[src/rtl/candy_vend_ctrl.sv]
// Candy vending transaction controller: two-slot coin arbitration, vend handshake, 5c change payout.
// Optional vend watchdog (fault + refund + lock) is enabled by defining CANDY_VEND_WDOG_EN.
module candy_vend_ctrl #(
    parameter int PRICE            = 15,
    parameter int TIMEOUT_CYCLES   = 1000,
    parameter int VEND_WDOG_CYCLES = 5000
) (
    input  logic       clk,
    input  logic       reset,
    input  logic       coin5_req,
    input  logic       coin10_req,
    input  logic       cancel,
    input  logic       vend_done,
    output logic       coin5_ack,
    output logic       coin10_ack,
    output logic       vend_o,
    output logic       change_o,
    output logic [7:0] credit_o,
    output logic [2:0] state_o,
    output logic       fault_o
);

    typedef enum logic [2:0] {
        ACCEPT = 3'b000,
        VEND   = 3'b001,
        PAYOUT = 3'b010,
        LOCKED = 3'b011
    } state_t;

`ifdef CANDY_VEND_WDOG_EN
    localparam bit WDOG_EN = 1'b1;
`else
    localparam bit WDOG_EN = 1'b0;
`endif

    localparam int TW = $clog2(TIMEOUT_CYCLES);
    localparam int WW = $clog2(VEND_WDOG_CYCLES + 1);
    localparam logic [TW-1:0] T_LAST  = TW'(TIMEOUT_CYCLES - 1);
    localparam logic [WW-1:0] W_LAST  = WW'(VEND_WDOG_CYCLES - 1);
    localparam logic [7:0]    PRICE_C = 8'(PRICE);

    state_t        state, state_nxt;
    logic [7:0]    credit_nxt;
    logic          ack5_nxt, ack10_nxt, vend_nxt, change_nxt, fault_nxt;
    logic          last5, last5_nxt;
    logic [TW-1:0] tcnt, tcnt_nxt;
    logic [WW-1:0] wcnt, wcnt_nxt;
    logic          elig5, elig10, grant5, grant10;
    logic [7:0]    credit_add, credit_sub;

    // A held request is not eligible while its own ack is high, so one coin counts once.
    assign elig5      = coin5_req && !coin5_ack;
    assign elig10     = coin10_req && !coin10_ack;
    assign grant5     = elig5 && (!elig10 || !last5);
    assign grant10    = elig10 && !grant5;
    assign credit_add = credit_o + (grant5 ? 8'd5 : 8'd10);
    assign credit_sub = credit_o - PRICE_C;
    assign state_o    = state;

    always_ff @(posedge clk) begin
        if (reset) begin
            state      <= ACCEPT;
            credit_o   <= '0;
            coin5_ack  <= 1'b0;
            coin10_ack <= 1'b0;
            vend_o     <= 1'b0;
            change_o   <= 1'b0;
            fault_o    <= 1'b0;
            last5      <= 1'b0;
            tcnt       <= '0;
            wcnt       <= '0;
        end else begin
            state      <= state_nxt;
            credit_o   <= credit_nxt;
            coin5_ack  <= ack5_nxt;
            coin10_ack <= ack10_nxt;
            vend_o     <= vend_nxt;
            change_o   <= change_nxt;
            fault_o    <= fault_nxt;
            last5      <= last5_nxt;
            tcnt       <= tcnt_nxt;
            wcnt       <= wcnt_nxt;
        end
    end

    always_comb begin
        state_nxt  = state;
        credit_nxt = credit_o;
        ack5_nxt   = 1'b0;
        ack10_nxt  = 1'b0;
        vend_nxt   = 1'b0;
        change_nxt = 1'b0;
        fault_nxt  = fault_o;
        last5_nxt  = last5;
        tcnt_nxt   = tcnt;
        wcnt_nxt   = '0;
        case (state)
            ACCEPT: begin
                if (cancel && credit_o != 8'd0) begin
                    state_nxt  = PAYOUT;
                    change_nxt = 1'b1;
                    tcnt_nxt   = '0;
                end else if (grant5 || grant10) begin
                    credit_nxt = credit_add;
                    ack5_nxt   = grant5;
                    ack10_nxt  = grant10;
                    last5_nxt  = grant5;
                    tcnt_nxt   = '0;
                    if (credit_add >= PRICE_C) begin
                        state_nxt = VEND;
                        vend_nxt  = 1'b1;
                    end
                end else if (credit_o != 8'd0) begin
                    if (tcnt == T_LAST) begin
                        state_nxt  = PAYOUT;
                        change_nxt = 1'b1;
                        tcnt_nxt   = '0;
                    end else begin
                        tcnt_nxt = tcnt + 1'b1;
                    end
                end
            end
            VEND: begin
                vend_nxt = 1'b1;
                if (vend_done) begin
                    vend_nxt   = 1'b0;
                    credit_nxt = credit_sub;
                    if (credit_sub != 8'd0) begin
                        state_nxt  = PAYOUT;
                        change_nxt = 1'b1;
                    end else begin
                        state_nxt = ACCEPT;
                    end
                end else if (WDOG_EN && wcnt == W_LAST) begin
                    // Motor never reported: refund everything, then lock.
                    vend_nxt   = 1'b0;
                    fault_nxt  = 1'b1;
                    state_nxt  = PAYOUT;
                    change_nxt = 1'b1;
                end else if (WDOG_EN) begin
                    wcnt_nxt = wcnt + 1'b1;
                end
            end
            PAYOUT: begin
                // Pulse high one cycle, low the next; credit drops as each pulse ends.
                if (change_o) begin
                    credit_nxt = credit_o - 8'd5;
                end else if (credit_o == 8'd0) begin
                    state_nxt = fault_o ? LOCKED : ACCEPT;
                end else begin
                    change_nxt = 1'b1;
                end
            end
            LOCKED: begin
                state_nxt = LOCKED;
            end
            default: begin
                state_nxt = ACCEPT;
            end
        endcase
    end

endmodule

[config.mk]
export PLATFORM = sky130hd
export DESIGN_NAME = candy_vend_ctrl
export DESIGN_NICKNAME = d
export VERILOG_FILES = /design/src/rtl/candy_vend_ctrl.sv
export SDC_FILE = /design/constraint.sdc
export NUM_CORES = 1
export LEC_CHECK = 0
export ABC_AREA = 1
export CAP_MARGIN = 20
export CORE_MARGIN = 3
export CORE_UTILIZATION = 45
export CTS_BUF_LIST = sky130_fd_sc_hd__clkbuf_4 sky130_fd_sc_hd__clkbuf_8 sky130_fd_sc_hd__clkbuf_16
export CTS_CLUSTER_DIAMETER = 150
export DETAILED_ROUTE_END_ITERATION = 8
export PLACE_DENSITY = 0.66
export SLEW_MARGIN = 10
export SYNTH_ARGS = -nofsm -noshare
export SYNTH_HDL_FRONTEND = slang
export SYNTH_SLANG_ARGS = --single-unit
export TNS_END_PERCENT = 50
[constraint.sdc]
create_clock -name clk -period 3.38 [get_ports clk]
set_input_delay 0.845 -clock clk [delete_from_list [all_inputs] [get_ports clk]]
set_output_delay 0.845 -clock clk [all_outputs]
set_load 0.02 [all_outputs]
==> impl_metrics.toml, run 1 <==
[run_status]
status = "finished clean"

[yosys]
synth_ff_type = "dfxtp_1"
synth_top_area_share_pct = 23.27
syn_inst = 320
async_flop_share_pct = 0
synth_top_area_cell = "dfxtp_1"
syn_area_mm2 = 0.002151
seq_area_frac_synth_pct = 23.27
ys_warn_count = 0
yosys-top-cells-count = "nand2_1 (79), inv_1 (39), nor2_1 (28), a21oi_1 (27)"
ys_ff_latch = 25
synth_edf_count = 0
ys_types = 44
syn_area_per_cell_um2 = 6.721
synth_area_leaders = "dfxtp_1 (23%), nand2_1 (14%), ha_1 (8.1%)"
synth.most_common_cell = "nand2_1"

[timing]
slew_violations = 0
hold_viol = 0
max_freq_mhz = 320.8
period_share_pct = 92.23
post-route-min-period_ns = 3.117
rsz0062_at_grt = "no"
worst_slack_ns = 0.2627
finClkSkew_ns = 0.001920
setup_viol = 0

[cells_and_area]
drive_gt1_share_pct = 15.16
syn2layout_area_growth_pct = 14.31
design_area_mm2 = 0.002459
fin_nets = 365
diodes = 0

[critical_path]
critPathCaptureType = "flip-flop"
critPathMaxFanout = 4
start_kind = "primary input"
critPathKind = "primary input to flip-flop"
cp_data_arrival_time_ns = 3.29
cp.required_ns = 3.56

[pwr]
power.density_mw_per_mm2 = 905.7
comb_power_share_pct = 69.5
p_int_uw = 1029
p_leak_uw = 0.001117
power.switching_uw = 1198
pwr-share-clk_pct = 8.1
swShare_pct = 53.81
ir_drop_v = 0.0006738
seqPwrFrac_pct = 22.4

[clock_tree]
clockRootBuffer = "clkbuf_8"
cts_sinks = 25
worstSkewPairLatency_ns = 0.27
cts_buffer_depth = 2
clkSlewWorstSetupHoldPaths_ns = 0.09
cts_tree = "built"
cts_setup_buffers = 0
htree_num_levels = 1
ctsHoldBuffers = 0
cts_buffers = 3

[grt]
grt_pass1_vias = 1886
globalRouteOverflowTotal = 0
grt_max_degree = 15
grt_usage_pct = 19.39
antenna_found_initial = 0
grt_pass1_wl_um = 8611

[routing]
drc = 0
ant_nets = 0
routed_wl_um = 5000
viasPerCell = 5.225
dr.pass1.iters = 4
wl_per_cell_um = 12.66
num_vias = 2064
drt_iter0_markers = 186

[worst_hold_path]
worstHoldPathType = "flip-flop to flip-flop"

[floorplan]
die_area_mm2 = 0.005645
io_pins = 22
dieHeight_um = 75.14
core-area_mm2 = 0.004474
dieWidth_um = 75.14
start_util_pct = 48.07
std_cell_rows = 24

[run]
max_cap_violations = 0

[placed_design]
dpl_worst_slack_ns = -0.09863
gp_congestion = 0.8264
hpwl_um = 3851
portBuffers = 19
placed_area_mm2 = 0.002402
[metal layers]
metal,vias up,track usage [%],share of wire (%)
met5,-,0,0
met4,0,4.466,0.74
met3,4,3.338,6.0
met2,64,28.82,43
met1,909,29.15,50
li1,1087,-,-
[cells by family (layout without fill, tap and decap cells)]
kind of cell,Yosys count,in the layout,share of synthesized area (%)
AOI/OAI and AO/OA,60,60,17.92
xor gates and xnor gates,2,2,0.8146
adders and majority gates,15,15,9.075
buffers and inverters,54,76,11.28
DFF,25,25,23.27
other,1,2,0.1744
and+or+nand+nor,163,163,37.46
[registers in the layout, indices dropped and copies added (netlist names), named ones only]
signal	flops
coin10_ack	1
last5	1
state_o	1
tcnt	10
change_o	1
credit_o	8
coin5_ack	1
vend_o	1
[path summary, 6_finish.rpt]
kind,startpoint,endpoint,slack (ns),cells past startpoint
min,tcnt[4],tcnt[4],0.47,2
min reg2reg,tcnt[4],tcnt[4],0.47,2
max,coin10_req,state_o[1],0.26,20
max reg2reg,coin10_ack,state_o[1],0.97,20
[power by group through the flow]
stage               registers (uW)  clock network [uW]  logic (uW)
floorplan                      522                   0        1140
global placement               504                   0        1520
detailed placement             506                   0        1530
CTS                            499                 189        1530
global route                   519                 202        1730
finish                         499                 181        1550
[area by class of cell]
cell class	instances	area (um^2)
Clock buffer	3	41.29
Fill cell	476	2016
Tap cell	52	65.06
Sequential cell	25	500.5
Clock inverter	1	5.005
Inverter	46	182.7
Timing Repair Buffer	26	242.7
Multi-Input combinational cell	242	1421
[placed cells by master (no fill, tap or decap), types with 2 or more instances in the layout]
master	Yosys	layout
o21ai_0	7	7
o21ai_1	7	7
a21oi_2	3	3
o22ai_1	2	2
a21oi_1	27	27
nand3_2	6	7
inv_2	3	5
clkbuf_8	0	3
o211ai_1	3	3
nor2_1	28	27
conb_1	1	2
nand2_4	4	4
a211oi_2	2	2
dfxtp_1	25	25
nor2_4	5	5
nor3_1	3	3
ha_1	14	14
clkdlybuf4s50_1	0	19
nand4_1	4	4
inv_1	39	37
inv_4	2	2
buf_4	2	7
a211oi_1	2	2
or2_1	2	2
nand2_1	79	78
nand2_2	4	5
nand3_1	25	24
[metrics by stage]
stage	power, uW	utilization, %	std cells	hold slack, ns	setup TNS (ns)
6_report	2227	54.95	395	0.4745	0
5_1_grt	2448	54.95	395	0.5118	0
4_1_cts	2219	54.73	395	0.4726	0
3_5_place_dp	2032	53.69	391	0.4589	-0.1963
3_3_place_gp	2028	53.69	391	0.4518	-0.03193
2_1_floorplan	1661	-	321	0.4371	0
[worst max-delay path, cell delays in order]
cell and delay, ns:
clkdlybuf4s50_1 0.45, inv_1 0.04, or2_1 0.21, inv_1 0.05, nand2_1 0.04, nand3_1 0.10, inv_2 0.08, ha_1 0.19
inv_1 0.07, fa_1 0.40, inv_1 0.09, nand2_1 0.05, nor2_1 0.12, nand3_1 0.10, nand2_1 0.08, nor2_2 0.05
nand3_2 0.08, nand2_1 0.07, a21oi_1 0.13, nor2_1 0.05
[repair_timing]
| item | CTS | global route |
|---|---|---|
| endpoints found under the hold margin | 0 | 0 |
| setup endpoints to repair | 0 | 3 |
| gates resized for setup | 0 | 5 |
Note: power is estimated with default switching activity, not from simulation.
==> run 2: changes to the inputs <==
--- a/config.mk
+++ b/config.mk
@@ -6,7 +6,7 @@
 export NUM_CORES = 1
 export LEC_CHECK = 0
 export ABC_AREA = 1
-export CAP_MARGIN = 20
+export CAP_MARGIN = 40
 export CORE_MARGIN = 3
 export CORE_UTILIZATION = 45
 export CTS_BUF_LIST = sky130_fd_sc_hd__clkbuf_4 sky130_fd_sc_hd__clkbuf_8 sky130_fd_sc_hd__clkbuf_16
==> results of run 2 <==
The final DEF is identical to that of run 1; final timing and power are the same.
==> run 3: changes to the inputs <==
--- a/config.mk
+++ b/config.mk
@@ -7,12 +7,11 @@
 export LEC_CHECK = 0
 export ABC_AREA = 1
 export CAP_MARGIN = 40
-export CORE_MARGIN = 3
-export CORE_UTILIZATION = 45
+export CORE_MARGIN = 1
+export CORE_UTILIZATION = 50
 export CTS_BUF_LIST = sky130_fd_sc_hd__clkbuf_4 sky130_fd_sc_hd__clkbuf_8 sky130_fd_sc_hd__clkbuf_16
-export CTS_CLUSTER_DIAMETER = 150
 export DETAILED_ROUTE_END_ITERATION = 8
-export PLACE_DENSITY = 0.66
+export PLACE_DENSITY = 0.72
 export SLEW_MARGIN = 10
 export SYNTH_ARGS = -nofsm -noshare
 export SYNTH_HDL_FRONTEND = slang
==> impl_metrics.toml, run 3 (synthesized netlist as in run 1, its figures left out) <==
[timing]
period_share_pct = 92.37
hold_viol = 0
finClkSkew_ns = 0.005332
slew_violations = 0
setup_viol = 0
fin_setup_tns_ns = 0
rsz0062_at_grt = "no"
worst_slack_ns = 0.2578
max_freq_mhz = 320.3
post-route-min-period_ns = 3.122

[routing]
routed_wl_um = 4834
ant_nets = 0
dr.pass1.iters = 4
wl_per_cell_um = 12.33
viasPerCell = 5.327
drt_iter0_markers = 121
drc = 0
num_vias = 2088

[critical_path]
cp.required_ns = 3.56
cpMostUsedCell = "nand2_1"
cp_data_arrival_time_ns = 3.30
path_cells = "clkdlybuf4s50_1 -> inv_1 -> or2_1 -> inv_1 -> nand2_1 -> nand3_1 -> inv_2 -> ha_2 -> inv_1 -> fa_1 -> inv_1 -> nand3_2 -> nand2_1 -> nand2_1 -> nand2_1 -> nand2_1 -> nor2_2 -> nand3_2 -> nand2_2 -> nand2_1 -> nand2_1 -> nor2_1"
critPathMaxStageDelay_ns = 0.40
critPathMaxFanout = 4
start_kind = "primary input"
path_buf_inv = 6
critPathCaptureType = "flip-flop"
slowest_stage = "clkdlybuf4s50_1"
critPathKind = "primary input to flip-flop"
crit_family = "simple AND/OR/NAND/NOR gates"

[floorplan]
std_cell_rows = 23
io_pins = 22
die_area_mm2 = 0.004568
start_util_pct = 53.01
dieHeight_um = 67.59
dieWidth_um = 67.59
core-area_mm2 = 0.004058

[pwr]
power.switching_uw = 1204
p_int_uw = 1025
power.density_mw_per_mm2 = 908.6
comb_power_share_pct = 69.2
p_leak_uw = 0.001109
pwr-share-clk_pct = 8.5
swShare_pct = 54.02
ir_drop_v = 0.0005001
seqPwrFrac_pct = 22.4

[cells_and_area]
mostFrequentLayoutCell = "nand2_1"
drive_gt1_share_pct = 14.91
top_regs = "tcnt x10, credit_o x8"
largest_reg_flops = 10
largest_register = "tcnt"
final_cell_mix = "nand2_1 (78), inv_1 (38), nor2_1 (27), a21oi_1 (27), dfxtp_1 (25)"
syn2layout_area_growth_pct = 14.08
fin_nets = 364
instances_no_fill = 392
diodes = 0
fillers = 389

[grt]
grt_use_met1_pct = 32.69
grt_pass1_wl_um = 8148
grt_max_degree = 16
gr-usage-met2_pct = 37.13
grt_util_met3_pct = 2.534
grt_usage_pct = 23.15
globalRouteOverflowTotal = 0
grt_pass1_vias = 1834
busiest_layer = "met2"
antenna_found_initial = 0

[clock_tree]
cts_buffers = 3
cts_sinks = 25
worstSkewPairLatency_ns = 0.27
cts_tree = "built"
cts_buffer_depth = 2
clkSlewWorstSetupHoldPaths_ns = 0.09
htree_num_levels = 1
ctsHoldBuffers = 0
clockRootBuffer = "clkbuf_8"

[run_status]
status = "finished clean"

[worst_hold_path]
worstHoldPathType = "flip-flop to flip-flop"

[placed_design]
dpl_worst_slack_ns = -0.1007
dp_cells = 387
portBuffers = 19
hpwl_um = 3746
gp_congestion = 0.9122

[run]
max_cap_violations = 0
[run 3: changes by cell type in the layout (fill, tap and decap cells not counted)]
| cell | before | now |
|---|---|---|
| ha_2 | 0 | 1 |
| clkinv_2 | 1 | 0 |
| inv_1 | 37 | 38 |
| clkinvlp_4 | 0 | 1 |
| buf_4 | 7 | 6 |
| inv_2 | 5 | 4 |
| ha_1 | 14 | 13 |
[run 3: routing by layer]
metal | share of wire, % | up-vias
li1 | - | 1084
met1 | 49 | 938
met2 | 46 | 60
met3 | 4.7 | 6
met4 | 0.87 | 0
met5 | 0 | -
[run 3: final timing paths]
check	start	endpoint	slack, ns	cells past startpoint
min reg2reg	tcnt[4]	tcnt[4]	0.47	2
max reg2reg	coin10_ack	state_o[1]	0.92	20
max	coin10_req	state_o[1]	0.26	22
min	tcnt[4]	tcnt[4]	0.47	2
[run 3: area by class of cell]
cell class | instances | area (um^2) | share of cell area [%]
repair buffers | 25 | 235.2 | 9.587
well taps | 50 | 62.56 | 2.550
clock inverters | 1 | 7.507 | 0.3060
multi-input cells | 242 | 1424 | 58.03
inverters | 46 | 182.7 | 7.445
clock buffers | 3 | 41.29 | 1.683
flip-flops and latches | 25 | 500.5 | 20.40
[run 3: timing repair]
item / CTS / global route
setup endpoints to repair: 0 / 2
buffers inserted: 0 / 1
resized for setup: 0 / 5
[run 3: power groups by stage]
stage	Combinational, uW	Clock [uW]	Sequential [uW]
finish	1540	189	499
detailed placement	1510	0	505
CTS	1520	193	497
global route	1720	208	513
global placement	1500	0	502
floorplan	1140	0	522
[run 3: through the flow]
stage	util [%]	hold WS [ns]	cell area (um^2)	total power, uW
6_report	60.47	0.4723	2454	2229
5_1_grt	60.47	0.4878	2454	2443
4_1_cts	59.98	0.4729	2434	2209
3_5_place_dp	58.77	0.4552	2385	2018
3_3_place_gp	58.77	0.4541	2385	2003
2_1_floorplan	-	0.4371	2155	1661
[run 3: worst reg2reg max path, cell delays in order, from the launching register on]
cell and delay, ns:
dfxtp_1 0.34, or2_1 0.12, inv_1 0.04, nand2_1 0.04, nand3_1 0.09, inv_2 0.11, ha_2 0.18, inv_1 0.05
fa_1 0.38, inv_1 0.10, nand3_2 0.08, nand2_1 0.11, nand2_1 0.05, nand2_1 0.09, nand2_1 0.07, nor2_2 0.15
nand3_2 0.11, nand2_2 0.09, nand2_1 0.05, nand2_1 0.05, nor2_1 0.04
==> RTL change: new RTL, flow settings as in run 1 <==
`WDOG_EN`: 1'b0 -> 1'b1.
--- a/src/rtl/candy_vend_ctrl.sv
+++ b/src/rtl/candy_vend_ctrl.sv
@@ -32,3 +32,3 @@
 `else
-    localparam bit WDOG_EN = 1'b0;
+    localparam bit WDOG_EN = 1'b1;
 `endif
Function: no difference found for any inputs over 10 cycles, from zero or initial values and one cycle with reset high; that may be too few to reach the edited logic, so the function may still have changed.
==> RTL change against run 1 <==
Register-to-register slack gained 50 ps. Critical path type unchanged. Power grew 16%. Hold slack lost 10 ps. Final area grew 26%. Final cell count grew 27%. Synthesized area grew 27%. Wire length grew 27%. Worst setup slack gained 110 ps. Critical path depth shrank 4. Non-clock buffer count shrank 1. Sequential cell count grew 14.
==> RTL change: results (changes against run 1) <==
sequential-to-total area share from yosys stat=28.57% (+5.3 points); iteration-0 DRC count of the detailed router=173 (-7.0%); slowest stage delay, CP=490 ps (+40 ps); Reg clk slew, reported paths=80 ps; GRT Resource Usage Total=18.79% (-0.60 points); Worst Hold Depth=1 (-1); nets=449 (+23%); Max VDD drop=0.4095 mV (-39%); Synth top cells by count=nand2_1 (89), inv_1 (53), nand3_1 (46); setup repair bufs after CTS=0 (unchanged); drt pass-1 iters=5 (+1); Post-DP HPWL=4899 um (+27%); H-tree Lvls=2 (+1); first-pass GRT wire length=11020 um (+28%); Post-DP Area=2999 sq um (+25%); vias in the first global route=2376 (+26%); top post-synthesis cells by area=dfxtp_1 (29%), nand2_1 (12%), nand3_1 (8.4%); FILL cells=562 (+18%); Leak Pwr=1.341 nW (+20%); Yosys cell types=43 (-2.3%); share of cells above drive strength 1=11.40% (-3.8 points); Hold Path Origin=wcnt[0]$_SDFF_PP0_; CP Data Arrival Time=3210 ps (-80 ps); PortBufs=20 (+1); clk_skew=10.44 ps (+8.522 ps); RePlAce Congestion=0.8612 (+4.2%); CTS root buf=clkbuf_8; worst r2r src=coin10_ack$_SDFF_PP0_; r2r endpoint=state_o[1]$_SDFFE_PP0P_; registers with the most flip-flops=wcnt x13, tcnt x10, credit_o x8; Hold EP=wcnt[0]$_SDFF_PP0_; n_diodes=0 (unchanged); Cell Count, Final, Fillers Out=502 (+27%); r2r setup slk=1020 ps (+50 ps); outcome=finished, final reports clean; WHS=464.3 ps (-10.22 ps); CTS buffer count=5 (+2); DR vias=2603 (+26%); Post-Syn Area per Cell=6.731 sq um (+0.14%); latest clock arrival within the worst-skew pair=300 ps (+30 ps); post-CTS resize count=0 (unchanged); Crit Path Max Fanout=3 (-1); setup slack at placement=72.71 ps (+171.3 ps); cell count of the worst reg-to-reg path=19 (-5.0%); DR WL/cell=12.65 um (about the same)
==> RTL change: layout make-up <==
cell class	count	area (sq um)	share of cell area (%)
multi-input cells	299	1652	53.18
clock buffers	6	76.32	2.458
clock inverters	1	30.03	0.9670
inverters	60	239.0	7.695
well taps	72	90.09	2.901
repair buffers	25	237.7	7.655
flip-flops and latches	39	780.7	25.14
==> RTL change: worst max path at each step <==
stage               slack [ps]        from                       to
finish                     370  coin10_req  state_o[1]$_SDFFE_PP0P_
global placement           160  coin10_req  state_o[1]$_SDFFE_PP0P_
floorplan                  560  coin10_req  state_o[1]$_SDFFE_PP0P_
detailed placement          70  coin10_req  state_o[1]$_SDFFE_PP0P_
CTS                        400  coin10_req  state_o[1]$_SDFFE_PP0P_
global route                80  coin10_req  state_o[1]$_SDFFE_PP0P_
==> RTL change: power breakdown <==
group | switching, mW | leakage [nW] | internal [mW]
Combinational | 0.955 | 0.969 | 0.561
Clock | 0.167 | 0.0547 | 0.224
Sequential | 0.139 | 0.317 | 0.539
==> RTL change: metal layers <==
metal | GRT usage (%) | vias up | share of wire (%)
met5 | 0 | - | 0
met4 | 6.287 | 0 | 1.7
met3 | 3.949 | 9 | 6.7
met2 | 29.36 | 72 | 43
met1 | 25.66 | 1163 | 49
li1 | - | 1359 | -
==> RTL change: cell families (layout without fill, tap and decap cells) <==
group                      Yosys count  after routing  synth area share [%]
buffers and inverters               68             92                 10.99
AOI/OAI and AO/OA                   56             56                 11.72
adders and majority gates           13             13                 6.227
xor gates and xnor gates             5              5                 1.602
DFF                                 39             39                 28.57
and+or+nand+nor                    224            224                 40.75
other                                1              1                0.1372
